**src/rtl/bus_pkg.sv**
```systemverilog
// -----------------------------------------------------------------------------
// bus_pkg
// Shared definitions for the toggle-handshake memory bus. The arbiter, the CPU
// and the memory module all use these.
//   bus_cmd_t    : 2-bit bus command
//   BUS_CMD_*    : command encodings (read, write, byte read, byte write)
//   arb_state_t  : arbiter FSM states
//   cmd_is_read  : true for commands that return data to the requester
// -----------------------------------------------------------------------------
package bus_pkg;

  typedef logic [1:0] bus_cmd_t;

  localparam bus_cmd_t BUS_CMD_READ    = 2'd0;
  localparam bus_cmd_t BUS_CMD_WRITE   = 2'd1;
  localparam bus_cmd_t BUS_CMD_READ_B  = 2'd2;
  localparam bus_cmd_t BUS_CMD_WRITE_B = 2'd3;

  typedef enum logic {
    ARB_IDLE = 1'b0,
    ARB_BUSY = 1'b1
  } arb_state_t;

  function automatic logic cmd_is_read(input bus_cmd_t cmd);
    logic is_rd;
    case (cmd)
      BUS_CMD_READ, BUS_CMD_READ_B:   is_rd = 1'b1;
      BUS_CMD_WRITE, BUS_CMD_WRITE_B: is_rd = 1'b0;
      default:                        is_rd = 1'b0;
    endcase
    return is_rd;
  endfunction

endpackage

```
**src/rtl/bus_arbiter_rr_pick.sv**
```systemverilog
// -----------------------------------------------------------------------------
// rr_pick
// Combinational round-robin selector. Scans pend starting one above
// last_grant, wrapping modulo NUM_REQ, and reports the first set bit.
//   pend       : request-pending vector
//   last_grant : index served most recently
//   winner     : index of the selected requester (0 when valid is low)
//   valid      : at least one request is pending
// -----------------------------------------------------------------------------
module rr_pick
  import bus_pkg::*;
#(
  parameter int NUM_REQ = 2,
  parameter int IDX_W   = (NUM_REQ > 1) ? $clog2(NUM_REQ) : 1
) (
  input  logic [NUM_REQ-1:0] pend,
  input  logic [IDX_W-1:0]   last_grant,
  output logic [IDX_W-1:0]   winner,
  output logic               valid
);

  int               sum_v;
  logic [IDX_W-1:0] idx_v;

  // Priority scan; walking offsets from farthest to nearest lets the nearest
  // pending port (highest round-robin priority) overwrite the others.
  always_comb begin
    winner = {IDX_W{1'b0}};
    valid  = 1'b0;
    sum_v  = 0;
    idx_v  = {IDX_W{1'b0}};
    for (int off = NUM_REQ; off >= 1; off--) begin
      sum_v  = int'(last_grant) + off;
      // last_grant < NUM_REQ and off <= NUM_REQ, so one subtraction wraps
      idx_v  = IDX_W'((sum_v >= NUM_REQ) ? (sum_v - NUM_REQ) : sum_v);
      winner = pend[idx_v] ? idx_v : winner;
      valid  = valid | pend[idx_v];
    end
  end

endmodule

```
**src/rtl/bus_arbiter.sv**
```systemverilog
// -----------------------------------------------------------------------------
// bus_arbiter
// Shares one toggle-handshake memory port between NUM_REQ requesters. Each
// requester sees a private run/done toggle pair; one transaction is forwarded
// at a time in round-robin order and only the winner gets data and done.
//   clk, reset_n      : clock, asynchronous active-low reset
//   req_run/req_done  : per-port toggle handshake (pending when they differ)
//   req_cmd/addr/wr_data : per-port command, byte address, write data
//   req_rd_data       : per-port read data register
//   mem_run/cmd/addr/wr_data, mem_rd_data, mem_done : memory-side handshake
//   grant             : one-hot port being served (zero when idle)
//   busy              : a transaction is in flight
//   err               : sticky handshake error seen while idle
// -----------------------------------------------------------------------------
module bus_arbiter
  import bus_pkg::*;
#(
  parameter int NUM_REQ = 2,
  parameter int ADDR_W  = 16,
  parameter int DATA_W  = 16
) (
  input  logic                      clk,
  input  logic                      reset_n,
  input  logic [NUM_REQ-1:0]        req_run,
  input  logic [2*NUM_REQ-1:0]      req_cmd,
  input  logic [ADDR_W*NUM_REQ-1:0] req_addr,
  input  logic [DATA_W*NUM_REQ-1:0] req_wr_data,
  output logic [NUM_REQ-1:0]        req_done,
  output logic [DATA_W*NUM_REQ-1:0] req_rd_data,
  output logic                      mem_run,
  output logic [1:0]                mem_cmd,
  output logic [ADDR_W-1:0]         mem_addr,
  output logic [DATA_W-1:0]         mem_wr_data,
  input  logic [DATA_W-1:0]         mem_rd_data,
  input  logic                      mem_done,
  output logic [NUM_REQ-1:0]        grant,
  output logic                      busy,
  output logic                      err
);

  localparam int IDX_W = $clog2(NUM_REQ);

  logic [NUM_REQ-1:0][1:0]        cmd_s;
  logic [NUM_REQ-1:0][ADDR_W-1:0] addr_s;
  logic [NUM_REQ-1:0][DATA_W-1:0] wdat_s;
  logic [NUM_REQ-1:0]             pend_s;
  logic [IDX_W-1:0]               pick_s;
  logic                           pick_valid_s;
  logic                           err_evt_s;

  arb_state_t                     state_q, state_d;
  logic [IDX_W-1:0]               last_grant_q, last_grant_d;
  logic [IDX_W-1:0]               win_q, win_d;
  logic [NUM_REQ-1:0]             grant_q, grant_d;
  logic                           busy_q, busy_d;
  logic                           err_q, err_d;
  logic                           mem_run_q, mem_run_d;
  bus_cmd_t                       mem_cmd_q, mem_cmd_d;
  logic [ADDR_W-1:0]              mem_addr_q, mem_addr_d;
  logic [DATA_W-1:0]              mem_wr_data_q, mem_wr_data_d;
  logic [NUM_REQ-1:0]             req_done_q, req_done_d;
  logic [NUM_REQ-1:0][DATA_W-1:0] rd_q, rd_d;
  logic                           mem_done_prev_q;

  assign cmd_s  = req_cmd;
  assign addr_s = req_addr;
  assign wdat_s = req_wr_data;
  assign pend_s = req_run ^ req_done_q;

  // While idle the memory must be quiet and its done toggle must match run.
  assign err_evt_s = (state_q == ARB_IDLE) &&
                     ((mem_done != mem_done_prev_q) || (mem_run_q != mem_done));

  rr_pick #(
    .NUM_REQ(NUM_REQ),
    .IDX_W  (IDX_W)
  ) u_rr_pick (
    .pend      (pend_s),
    .last_grant(last_grant_q),
    .winner    (pick_s),
    .valid     (pick_valid_s)
  );

  // Next-state logic: issue from IDLE, retire on matching memory done in BUSY.
  always_comb begin
    state_d       = state_q;
    last_grant_d  = last_grant_q;
    win_d         = win_q;
    grant_d       = grant_q;
    busy_d        = busy_q;
    err_d         = err_q | err_evt_s;
    mem_run_d     = mem_run_q;
    mem_cmd_d     = mem_cmd_q;
    mem_addr_d    = mem_addr_q;
    mem_wr_data_d = mem_wr_data_q;
    req_done_d    = req_done_q;
    rd_d          = rd_q;
    case (state_q)
      ARB_IDLE: begin
        if (pick_valid_s) begin
          win_d         = pick_s;
          mem_cmd_d     = bus_cmd_t'(cmd_s[pick_s]);
          mem_addr_d    = addr_s[pick_s];
          mem_wr_data_d = wdat_s[pick_s];
          mem_run_d     = ~mem_run_q;
          grant_d       = {{(NUM_REQ-1){1'b0}}, 1'b1} << pick_s;
          busy_d        = 1'b1;
          state_d       = ARB_BUSY;
        end else begin
          state_d       = ARB_IDLE;
        end
      end
      ARB_BUSY: begin
        if (mem_done == mem_run_q) begin
          if (cmd_is_read(mem_cmd_q)) begin
            rd_d[win_q] = mem_rd_data;
          end else begin
            rd_d[win_q] = rd_q[win_q];
          end
          req_done_d[win_q] = ~req_done_q[win_q];
          last_grant_d      = win_q;
          grant_d           = {NUM_REQ{1'b0}};
          busy_d            = 1'b0;
          state_d           = ARB_IDLE;
        end else begin
          state_d           = ARB_BUSY;
        end
      end
      default: begin
        state_d = ARB_IDLE;
        grant_d = {NUM_REQ{1'b0}};
        busy_d  = 1'b0;
      end
    endcase
  end

  // State and output registers; reset abandons any in-flight transaction.
  always_ff @(posedge clk or negedge reset_n) begin
    if (!reset_n) begin
      state_q         <= ARB_IDLE;
      last_grant_q    <= IDX_W'(NUM_REQ - 1);
      win_q           <= {IDX_W{1'b0}};
      grant_q         <= {NUM_REQ{1'b0}};
      busy_q          <= 1'b0;
      err_q           <= 1'b0;
      mem_run_q       <= 1'b0;
      mem_cmd_q       <= BUS_CMD_READ;
      mem_addr_q      <= {ADDR_W{1'b0}};
      mem_wr_data_q   <= {DATA_W{1'b0}};
      req_done_q      <= {NUM_REQ{1'b0}};
      rd_q            <= {(NUM_REQ*DATA_W){1'b0}};
      mem_done_prev_q <= 1'b0;
    end else begin
      state_q         <= state_d;
      last_grant_q    <= last_grant_d;
      win_q           <= win_d;
      grant_q         <= grant_d;
      busy_q          <= busy_d;
      err_q           <= err_d;
      mem_run_q       <= mem_run_d;
      mem_cmd_q       <= mem_cmd_d;
      mem_addr_q      <= mem_addr_d;
      mem_wr_data_q   <= mem_wr_data_d;
      req_done_q      <= req_done_d;
      rd_q            <= rd_d;
      mem_done_prev_q <= mem_done;
    end
  end

  assign req_done    = req_done_q;
  assign req_rd_data = rd_q;
  assign mem_run     = mem_run_q;
  assign mem_cmd     = mem_cmd_q;
  assign mem_addr    = mem_addr_q;
  assign mem_wr_data = mem_wr_data_q;
  assign grant       = grant_q;
  assign busy        = busy_q;
  assign err         = err_q;

endmodule
```
**config.mk**
```make
export PLATFORM = sky130hd
export DESIGN_NAME = bus_arbiter
export DESIGN_NICKNAME = d
export VERILOG_FILES = /design/src/rtl/bus_pkg.sv /design/src/rtl/bus_arbiter_rr_pick.sv /design/src/rtl/bus_arbiter.sv
export SDC_FILE = /design/constraint.sdc
export NUM_CORES = 1
export LEC_CHECK = 0
export CAP_MARGIN = 5
export CORE_ASPECT_RATIO = 0.7
export CORE_UTILIZATION = 43
export DETAILED_ROUTE_END_ITERATION = 10
export PLACE_DENSITY = 0.85
export SYNTH_ARGS = -nofsm -noshare
export SYNTH_HDL_FRONTEND = slang
export SYNTH_SLANG_ARGS = --single-unit
export TNS_END_PERCENT = 10
```
**constraint.sdc**
```tcl
create_clock -name clk -period 3.85 [get_ports clk]
set_input_delay 1.155 -clock clk [delete_from_list [all_inputs] [get_ports clk]]
set_output_delay 1.155 -clock clk [all_outputs]
set_load 0.01 [all_outputs]
```
==> results summary, run 1 <==
The wire length of the first global-routing pass came out at 12770 microns. The class of the tightest hold or removal check is reg2reg. At the end of the flow, the number of nets in the layout was 541. The total global routing track utilization is 0.2117. The ratio of final minimum period to clock period is 0.7542. The time the final worst path needs with I/O delays and setup came out at 2.904 ns. The delay of the slowest critical-path stage came out at 0.80 ns.

The horizontal die dimension is 105.6 microns. On the critical path, the stage with the largest delay is an instance of sky130_fd_sc_hd__o21bai_2. Counting every net in the synthesized netlist gives 382.

The average cell area after synthesis is 11.02 sq um. The signal on the critical path passes through clkdlybuf4s50_1, xnor2_1, o21bai_2, buf_4, nand2_1, a31oi_1. The number of placed instances, taps included, is 539. The buffers inserted during post-CTS setup optimization came out at 0.

The length of the first detailed-routing pass in iterations came out at 4. The maximum clock insertion buffer count is 2. Gates resized during post-CTS repair numbered 0. The number of antenna violations at the first check in global routing came out at 0. For the final routed database, the setup TNS stands at 0 ns.

The transition time at the pin with the least slew margin is 0.9876 ns. Row generation in the floorplan step produced 26 rows. The reported max-cap violation count came out at 0. The leakage power is 2.148 nW. Leaving out filler cells and counting taps, the final layout contains 555.

The area inside the core boundary is 7287 sq um. The startpoint identified for the worst register-to-register timing path is req_done[0]. The critical hold path startpoint is busy. After the first detailed-routing iteration, the DRC count stood at 90. The number of global-route vias before repair came out at 2544.

STA classifies the critical path endpoint as a register. The count of buffers inserted at the top-level ports is 161. The fraction of registers with async set or reset after synthesis came out at 1.000. The final routed wire length divided by cell count is 15.03 microns. The clock-pin slew of the registers on the worst-case setup and hold paths came out at 0.08 ns.

The fmax is 344.4 MHz. The worst-case clock skew came out at 0.009628 ns. At the later pin of the worst-skew pair, clock insertion delay measures 0.33 ns.

For this run, the leading register cell type out of synthesis is sky130_fd_sc_hd__dfrtp_1. The category of the critical setup timing path is in2reg. For this run, the number of Yosys warnings is 0. Along the worst path, the maximum fanout reaches 22. The area growth from synthesis to layout is 57.38%. The flow ran to the end, and the final reports show no timing, DRC or antenna violations. The hold buffer count at CTS is 0. Tracing the worst setup path back leads to its startpoint at req_run[0]. The number of buffer and inverter stages on the critical path is 2.

The via density per instance is 4.933. The ratio of cells with drive above 1 in the final layout is 0.1335. The TritonCTS buffer count is 9. The number of flops mapped to enable cells by yosys is 0. Synthesis produced 293 cells.

The flop and latch count out of synthesis is 77. Final hold analysis gives a worst-case slack of 0.4987 ns. The die covers 7866 sq um. The vias after detailed routing is 2738. The largest voltage drop on the vdd net is 409.5 uV.

The kind of cell with the highest combined delay on the critical path is compound AO/OA/AOI/OAI gates. The distinct cell type count after synthesis is 30. In this run the power density over the cells is 825.7 nW/um^2.

The clock drives 77 sinks. The die height is 74.51 microns. After global routing the overflow that remains totals 0.

Once layout is complete, the utilization of the core stands at 0.6975. Of the synthesized area, sequential elements account for 0.5971. The cell area that synthesis handed to floorplanning was 3229 sq um.

The starting density of the core came out at 0.4432. The pin count of the biggest net entering global routing is 78. The root buffer selected by CTS is sky130_fd_sc_hd__clkbuf_8. The number of pins exceeding their max-slew limit in the final report came to 0. 0 antenna diodes ended up in the layout. Data on the critical path arrives at its endpoint at 3.16 ns. The I/O pin count came out at 162. The relative slew slack is 0.3411. Setup violations remaining at the end of the flow were counted as 0. The worst setup path is launched from an input port.

After detailed routing, the total wire length is 8340 microns. TritonCTS built the clock tree. The number of nets still failing antenna checks after routing is 0.

The number of hold-slack violations in the final timing report is 0. The maximum level of the CTS H-tree came out at 3. The placed wire-length estimate came out at 6021 microns. Setup repair after global routing left no endpoint under its margin. In the routed design, unresolved DRC markers number 0.

The final estimated routing congestion in global placement came out at 0.8037. The number of fill cells in the layout is 557. The required time at the worst-slack endpoint came out at 4.10 ns.
[cells in the mapped netlist, types with 2 or more instances]
cell type	instances	area share
sky130_fd_sc_hd__dfrtp_1	76	0.59
sky130_fd_sc_hd__nand2_1	72	0.084
sky130_fd_sc_hd__nor2_1	37	0.043
sky130_fd_sc_hd__a31oi_1	34	0.066
sky130_fd_sc_hd__mux2_2	22	0.077
sky130_fd_sc_hd__mux2_4	10	0.046
sky130_fd_sc_hd__buf_1	5	0.0058
sky130_fd_sc_hd__buf_2	5	0.0077
sky130_fd_sc_hd__clkbuf_1	5	0.0058
sky130_fd_sc_hd__xor2_1	3	0.0081
sky130_fd_sc_hd__a21o_2	2	0.0054
sky130_fd_sc_hd__inv_1	2	0.0023
sky130_fd_sc_hd__o22ai_1	2	0.0039
sky130_fd_sc_hd__xnor2_1	2	0.0054
[metrics by stage]
stage	power [mW]	cell area, sq um	setup slack [ns]
2_1_floorplan	2.586	3229	1.416
3_3_place_gp	3.630	4921	0.6813
3_5_place_dp	3.716	4921	0.5804
4_1_cts	4.246	5082	0.9396
5_1_grt	4.490	5082	0.8172
6_report	4.197	5082	0.9464
[cells in the final DEF, fill, tap and decap left out]
cell,netlist,final
sky130_fd_sc_hd__or2_2,1,1
sky130_fd_sc_hd__clkinv_4,0,1
sky130_fd_sc_hd__mux2_4,10,10
sky130_fd_sc_hd__clkinvlp_4,0,1
sky130_fd_sc_hd__clkinv_2,0,2
sky130_fd_sc_hd__inv_1,2,2
sky130_fd_sc_hd__xnor2_1,2,2
sky130_fd_sc_hd__a21oi_4,0,1
sky130_fd_sc_hd__o22ai_1,2,2
sky130_fd_sc_hd__nand2_1,72,72
sky130_fd_sc_hd__nor3_1,1,1
sky130_fd_sc_hd__buf_12,1,1
sky130_fd_sc_hd__o21ai_0,1,1
sky130_fd_sc_hd__or3_1,1,1
sky130_fd_sc_hd__o21ba_2,1,1
sky130_fd_sc_hd__a31oi_1,34,34
sky130_fd_sc_hd__o21bai_2,1,1
sky130_fd_sc_hd__o21a_1,1,1
sky130_fd_sc_hd__dfrtp_1,76,76
sky130_fd_sc_hd__clkbuf_1,5,3
sky130_fd_sc_hd__nor2_1,37,37
sky130_fd_sc_hd__buf_4,1,5
sky130_fd_sc_hd__dfstp_2,1,1
sky130_fd_sc_hd__clkdlybuf4s50_1,0,160
sky130_fd_sc_hd__mux2_2,22,22
sky130_fd_sc_hd__xor2_1,3,3
sky130_fd_sc_hd__clkbuf_8,0,9
sky130_fd_sc_hd__nor3_2,1,1
sky130_fd_sc_hd__a211oi_1,1,1
sky130_fd_sc_hd__a21o_2,2,2
sky130_fd_sc_hd__and2_4,1,1
sky130_fd_sc_hd__o21ai_4,1,1
[sequential cells by signal, indices dropped and copies added (netlist names), 2 cells and up]
signal and flops:
req_rd_data 32, mem_addr 16, mem_wr_data 16, grant 2, mem_cmd 2, req_done 2
[metal layers]
layer  track usage  vias up  wire [microns]
met5             0        -               0
met4       0.07253        0              98
met3       0.06135       12             488
met2        0.3472       87            4039
met1        0.2752     1334            3713
li1              -     1305               -
[logic make-up (layout without fill, tap and decap cells)]
logic type | count (synthesis) | after routing | synth area share
muxes | 32 | 32 | 0.1232
xor gates and xnor gates | 5 | 5 | 0.01356
AOI/OAI and AO/OA | 45 | 45 | 0.09454
buffers and inverters | 20 | 184 | 0.03371
and+or+nand+nor | 114 | 114 | 0.1379
DFF | 77 | 77 | 0.5971
[final timing paths]
| path | to | slack [ns] | cells past startpoint |
|---|---|---|---|
| min in group asynchronous | req_rd_data[11] | 0.98 | 1 |
| max in group asynchronous | mem_addr[4] | 2.27 | 1 |
| worst max-delay path | mem_addr[12] | 0.95 | 6 |
| worst min-delay path | busy | 0.50 | 1 |
| worst max register to register | mem_addr[12] | 1.76 | 5 |
| worst min register to register | busy | 0.50 | 1 |
[report_power, final]
group | total (mW) | leakage, nW | switching [mW] | internal (mW)
combinational | 2.21 | 1.18 | 0.996 | 1.22
clock | 0.517 | 0.0803 | 0.283 | 0.234
sequential | 1.47 | 0.890 | 0.245 | 1.22
[cell type report]
| type | instances | area, sq um | area share |
|---|---|---|---|
| Clock buffer | 12 | 135.1 | 0.02659 |
| Inverter | 2 | 7.507 | 0.001477 |
| Sequential cell | 77 | 1928 | 0.3794 |
| Clock inverter | 4 | 26.28 | 0.005170 |
| Tap cell | 98 | 122.6 | 0.02413 |
| Timing Repair Buffer | 166 | 1659 | 0.3264 |
| Multi-Input combinational cell | 196 | 1204 | 0.2368 |
No activity file was read; power rests on OpenSTA's default activity.
==> run 2: changes to the inputs <==
Settings changed: CORE_UTILIZATION 43 to 40, PLACE_DENSITY 0.85 to 0.8.
Clock period 3.85 ns to 3.05 ns, I/O delays scaled along.
==> results summary, run 2 (same netlist as run 1, synthesis figures left out) <==
The required time at the worst-slack endpoint came out at 3.26 ns. For this run, the total global-route usage over all layers was measured as 0.2125. The reported max-cap violation count came out at 0.

The worst register-to-register path ends at mem_addr[12]. The worst-case clock skew is 0.007616 ns. Summed over all nets, the half-perimeter wirelength after detailed placement is 6204 microns.

The layout has 664 filler cells. The largest driver fanout on the critical path is 16. On the worst path, the slowest cell contributes a delay of 0.46 ns. For this design, the slowest cell found on the critical path is sky130_fd_sc_hd__clkdlybuf4s50_1. The vias after detailed routing came out at 2694. Among cell families on the critical path, the largest total delay comes from buffers and inverters.

Leaving out fill and tap cells, the most frequent cell in the layout is sky130_fd_sc_hd__clkdlybuf4s50_1. The number of antenna repair diodes came out at 0. Dividing the detail-routed wire length by the instance count gives 14.99 microns. The category of the critical setup timing path is in2reg.

The area growth from synthesis to layout is 62.11%. The number of global-route vias before repair came out at 2708. The die height came out at 77.18 microns.

The cell count after placement is 544. Prior to clock tree synthesis, the placed netlist has a worst setup slack of 0.2453 ns. The count of unresolved DRC violations after routing is 0.

The maximum level of the CTS H-tree came out at 3. The signal on the critical path passes through clkdlybuf4s50_1, and2_4, o21ai_4, or3_1, buf_4, mux2_2. The area inside the core boundary is 7838 sq um. The total power divided by cell area came out at 1087 nW/um^2.

The pin count of the biggest net entering global routing came out at 78. The smallest setup slack after layout came out at 0.6406 ns. The ratio of final minimum period to clock period is 0.7900. The total setup violations reported at the end of the flow came out at 0. The relative slew slack is 0.3518.

The leakage power came out at 2.212 nW. The transition time at the pin with the least slew margin is 0.9723 ns. The floorplan row count is 27. The clock-pin slew of the registers on the worst-case setup and hold paths came out at 0.06 ns. The buffers inserted during post-CTS setup optimization is 0.

The number of pins exceeding their max-slew limit in the final report came out at 0. The startpoint kind of the worst setup timing path is an input port. The number of DRC markers in iteration 0 came out at 96. Final hold analysis gives a worst-case slack of 0.4756 ns. For this design the top-level I/O count stands at 162. For met1 alone, demand over resource in global routing was 0.2677. The final estimated routing congestion in global placement is 0.7523.

The die footprint is 8443 sq um. The number of antenna violations at the first check in global routing came out at 0. The worst setup path is captured at a register. The maximum clock insertion buffer count came out at 2. The min-delay analysis places its worst path in the category reg2reg. The number of hold-slack violations in the final timing report came out at 0.

For met3 alone, demand over resource in global routing was 0.09694. Clock latency on the worst-skew pair, taken at its later pin, is 0.32 ns. The number of instances on the worst hold path is 1. The origin of the critical flop-to-flop path is req_done[0]. The number of sinks on the clock net came out at 77.

For this design, the CTS-stage hold fixing added 0 buffers. The critical path contains buffers and inverters numbering 2 combined. The number of flip-flops under the largest register name is 32.

The detail route stage leaves a number of antenna-violating nets equal to 0. The count of buffers inserted at the top-level ports came out at 161. The run finished with clean final reports. The length of the first detailed-routing pass in iterations is 4. In this run the most critical hold path is launched from err. The setup TNS after final layout is 0 ns.

The largest voltage drop on the vdd net is 481.3 uV. The via density per instance came out at 4.811. The final instance count without filler cells came out at 560. The post-cts repair resize count came out at 0. Setup repair after global routing left no endpoint under its margin. The cell sitting at the root of the clock tree is a sky130_fd_sc_hd__clkbuf_16. The top cell types in the final layout, fill and taps aside, are sky130_fd_sc_hd__clkdlybuf4s50_1, sky130_fd_sc_hd__dfrtp_1, sky130_fd_sc_hd__nand2_1. The worst path in the final design needs a cycle of 2.409 ns, including I/O delays and setup. For this configuration, the core starts out at a cell density of 0.4120. Global routing finished with a remaining overflow of 0. The arrival time of data at the critical path endpoint came out at 2.62 ns. After detailed routing, the total wire length is 8392 microns.

The number of nets in the layout is 543. After global routing, the most crowded layer is met2. The horizontal die dimension came out at 109.4 microns. The path depth of the worst reg2reg path is 5.

Of the cells placed in the final design, the portion with a size suffix greater than 1 is 0.1438. The worst-case register-to-register setup slack came out at 1.25 ns. TritonCTS built the clock tree.

Static timing analysis puts the maximum clock frequency at 415.0 MHz. The number of clock buffers added by TritonCTS is 9. The first global-routing pass estimated 13620 microns of wire. The worst hold path endpoint is err. In the global route stage, met2 resource usage came out at 0.3289.
[run 2: cell types whose count changed in the layout (fill, tap and decap cells not counted), sizes merged]
cell / delta
clkbuf: -3
inv: +3
buf: +2
clkinv: -2
clkinvlp: +2
[run 2: through the flow]
step	util	total power [mW]	instance area (sq um)
floorplan	-	3.265	3229
finish	0.6679	5.689	5235
global route	0.6679	6.106	5235
global placement	0.6319	4.657	4952
detailed placement	0.6319	4.754	4952
CTS	0.6679	5.771	5235
[run 2: worst reg2reg max path, delay by kind of cell (launching register included)]
family	cells	cell delay, ns
AO/OA/AOI/OAI	2	0.67
buffers and inverters	1	0.34
flip-flops	1	0.41
AND/OR/NAND/NOR	1	0.06
XOR/XNOR	1	0.24
[run 2: layer usage]
metal | up-vias | wire [microns]
met5 | - | 0
li1 | 1312 | -
met1 | 1261 | 3580
met4 | 0 | 86
met3 | 6 | 945
met2 | 115 | 3780
[run 2: power breakdown]
part	total (mW)	internal (mW)	switching [mW]	leakage (nW)
sequential	1.86	1.55	0.319	0.890
combinational	2.83	1.58	1.26	1.19
clock	0.992	0.561	0.432	0.129
total	5.69	3.68	2.01	2.21
[run 2: worst max path at each step]
stage | from | endpoint | cells after the start
floorplan | mem_done | req_rd_data[10] | 5
global placement | req_run[0] | mem_wr_data[15] | 6
detailed placement | req_run[0] | mem_wr_data[15] | 6
CTS | req_run[0] | mem_wr_data[15] | 6
global route | req_run[0] | mem_wr_data[12] | 6
finish | mem_done | req_rd_data[28] | 6
[run 2: area by class of cell]
type / instances / area (sq um) / share of cell area
well taps: 101 / 126.4 / 0.02414
clock buffers: 9 / 225.2 / 0.04302
flip-flops and latches: 77 / 1928 / 0.3683
clock inverters: 7 / 57.56 / 0.01099
inverters: 2 / 7.507 / 0.001434
multi-input cells: 196 / 1204 / 0.2299
repair buffers: 168 / 1687 / 0.3222
==> run 3: changes to the inputs <==
Settings changed: CORE_UTILIZATION 40 to 36, PLACE_DENSITY 0.8 to 0.76.
Clock period 3.05 ns to 2 ns, I/O delays scaled along.
==> results summary, run 3 (same netlist as run 1, synthesis figures left out) <==
The delay of the slowest critical-path stage came out at 0.58 ns. The number of buffer and inverter stages on the critical path came out at 1. The total global routing track utilization came out at 0.1946. The die footprint came out at 9359 sq um. The worst-case register-to-register setup slack came out at 0.31 ns. Setup repair after global routing left no endpoint under its margin. STA classifies the critical path endpoint as a primary output. The floorplan row count is 28. The area growth from synthesis to layout is 69.16%.

The run finished with clean final reports. Leaving out fill and tap cells, the most frequent cell in the layout is sky130_fd_sc_hd__clkdlybuf4s50_1. Max-cap violations in this run came to 0. The final routed wire length divided by cell count is 15.01 microns. Subtracting the final worst setup slack from the clock period gives 1.932 ns.

The repair_antennas step left the layout with diodes totalling 0. By startpoint and endpoint, the worst setup path is classified as reg2out. In this run the remaining antenna-violating nets after routing total 0. The via density per instance is 4.745. The TritonCTS clock tree is built. In this run the worst hold path is classified as in2async. The largest voltage drop on the vdd net is 830.0 uV. Timing would allow up to 517.7 MHz. The register with the most flip-flops in the layout has 32 of them.

The endpoint of the worst-slack reg-to-reg timing path is req_rd_data[25]. The total setup violations reported at the end of the flow came out at 0. The total power divided by cell area is 1703 nW/um^2. The maximum level of the CTS H-tree came out at 3.

For this design, the slowest cell found on the critical path is sky130_fd_sc_hd__clkdlybuf4s50_1. The root buffer selected by CTS is sky130_fd_sc_hd__clkbuf_16. After global routing the overflow that remains totals 0. The setup TNS after final layout is 0 ns.

The final estimated routing congestion in global placement came out at 0.7613. The ratio of final minimum period to clock period came out at 0.9658. The wire length of the first global-routing pass came out at 13920 microns. Clock skew on the completed layout was measured at 0.005709 ns. After layout, the design draws a total of 9.303 mW.

The floorplan step set the die height to 81.24 microns. The worst setup path is launched from a register. Counting cells, the worst reg-to-reg path comes to 5.

The final wirelength came out at 8825 microns. The latest clock arrival within the worst-skew pair is 0.32 ns. The floorplan step set the die width to 115.2 microns. Port buffering added 161 buffers. The largest driver fanout on the critical path is 4. The maximum clock insertion buffer count is 2.

The number of sinks on the clock net is 77. The number of antenna violations at the first check in global routing is 0. The first TritonRoute pass finished after 4 iterations. Detailed placement ended at an HPWL of 6471 microns. Traced cell by cell, the critical path runs through clkdlybuf4s50_1.

The required time at the worst-slack endpoint came out at 1.40 ns. The starting density of the core came out at 0.3762. The number of fill cells in the layout is 688.

The number of pins exceeding their max-slew limit in the final report came to 0. Among cell families on the critical path, the largest total delay comes from buffers and inverters. The total area inside the core boundary comes to 8583 sq um. In the layout the commonest cells are sky130_fd_sc_hd__clkdlybuf4s50_1, sky130_fd_sc_hd__dfrtp_1, sky130_fd_sc_hd__nand2_1.

The ratio of cells with drive above 1 in the final layout came out at 0.1645. In this run the tightest slew margin relative to its limit is 0.6875. The TritonCTS buffer count is 9. The pin count of the biggest net entering global routing is 53. In this run the critical register-to-register path is launched from mem_run. The I/O pin count came out at 162. The number of DRC markers in iteration 0 is 87.

The leakage power came out at 2.329 nW. The routed layout has 2790 vias. The count of unresolved DRC violations after routing came out at 0. The transition time at the pin with the least slew margin came out at 0.4688 ns. At the worst endpoint, the arrival time is 1.33 ns. The number of nets in the layout is 553.

The clock-pin slew of the registers on the worst-case setup and hold paths is 0.06 ns. The number of global-route vias before repair came out at 2763. The number of hold-slack violations in the final timing report came out at 0.
==> run 3: worst max path at each step <==
stage                start  cells after the start               to
3_3_place_gp      mem_done                      6  req_rd_data[21]
5_1_grt        req_done[0]                      1      req_done[0]
3_5_place_dp      mem_done                      7  req_rd_data[10]
4_1_cts         mem_cmd[0]                      1       mem_cmd[0]
2_1_floorplan     mem_done                      5  req_rd_data[10]
6_report        mem_cmd[0]                      1       mem_cmd[0]
==> run 3: routing by layer <==
metal / share of wire / GRT usage / vias to the layer above
met2: 0.49 / 0.3157 / 108
met3: 0.064 / 0.05224 / 10
met4: 0.011 / 0.07013 / 0
li1: - / - / 1335
met1: 0.44 / 0.2521 / 1337
met5: 0 / 0 / -
==> run 3: where the power goes <==
group	internal, mW	switching (mW)
Clock	1.28	0.588
Sequential	2.36	0.494
Combinational	2.58	2.00
==> run 3: area by class of cell <==
class	instances	area, sq um	area share
clock buffers	11	252.7	0.04627
repair buffers	178	1810	0.3314
multi-input cells	196	1217	0.2229
clock inverters	4	95.09	0.01741
flip-flops and latches	77	1929	0.3532
inverters	2	7.507	0.001374
well taps	120	150.1	0.02749
==> run 3: what timing repair did <==
| action | in CTS | in global routing |
|---|---|---|
| hold buffers | 0 | 0 |
| setup buffers | 0 | 0 |
| endpoints found under the setup margin | 24 | 1 |
| endpoints found under the hold margin | 0 | 0 |
| resized for setup | 3 | 1 |
==> run 3: per-stage QoR <==
| stage | worst slack [ns] | std cells | hold slack (ns) | instance area [sq um] | utilization |
|---|---|---|---|---|---|
| 6_report | 0.06842 | 588 | 0.2327 | 5463 | 0.6364 |
| 3_5_place_dp | -0.3582 | 573 | 0.4776 | 5101 | 0.5943 |
| 2_1_floorplan | 0.1212 | 293 | 0.3044 | 3229 | - |
| 5_1_grt | 0.02202 | 588 | 0.2593 | 5463 | 0.6364 |
| 4_1_cts | 0.004964 | 588 | 0.2381 | 5461 | 0.6363 |
| 3_3_place_gp | -0.3147 | 573 | 0.4578 | 5101 | 0.5943 |
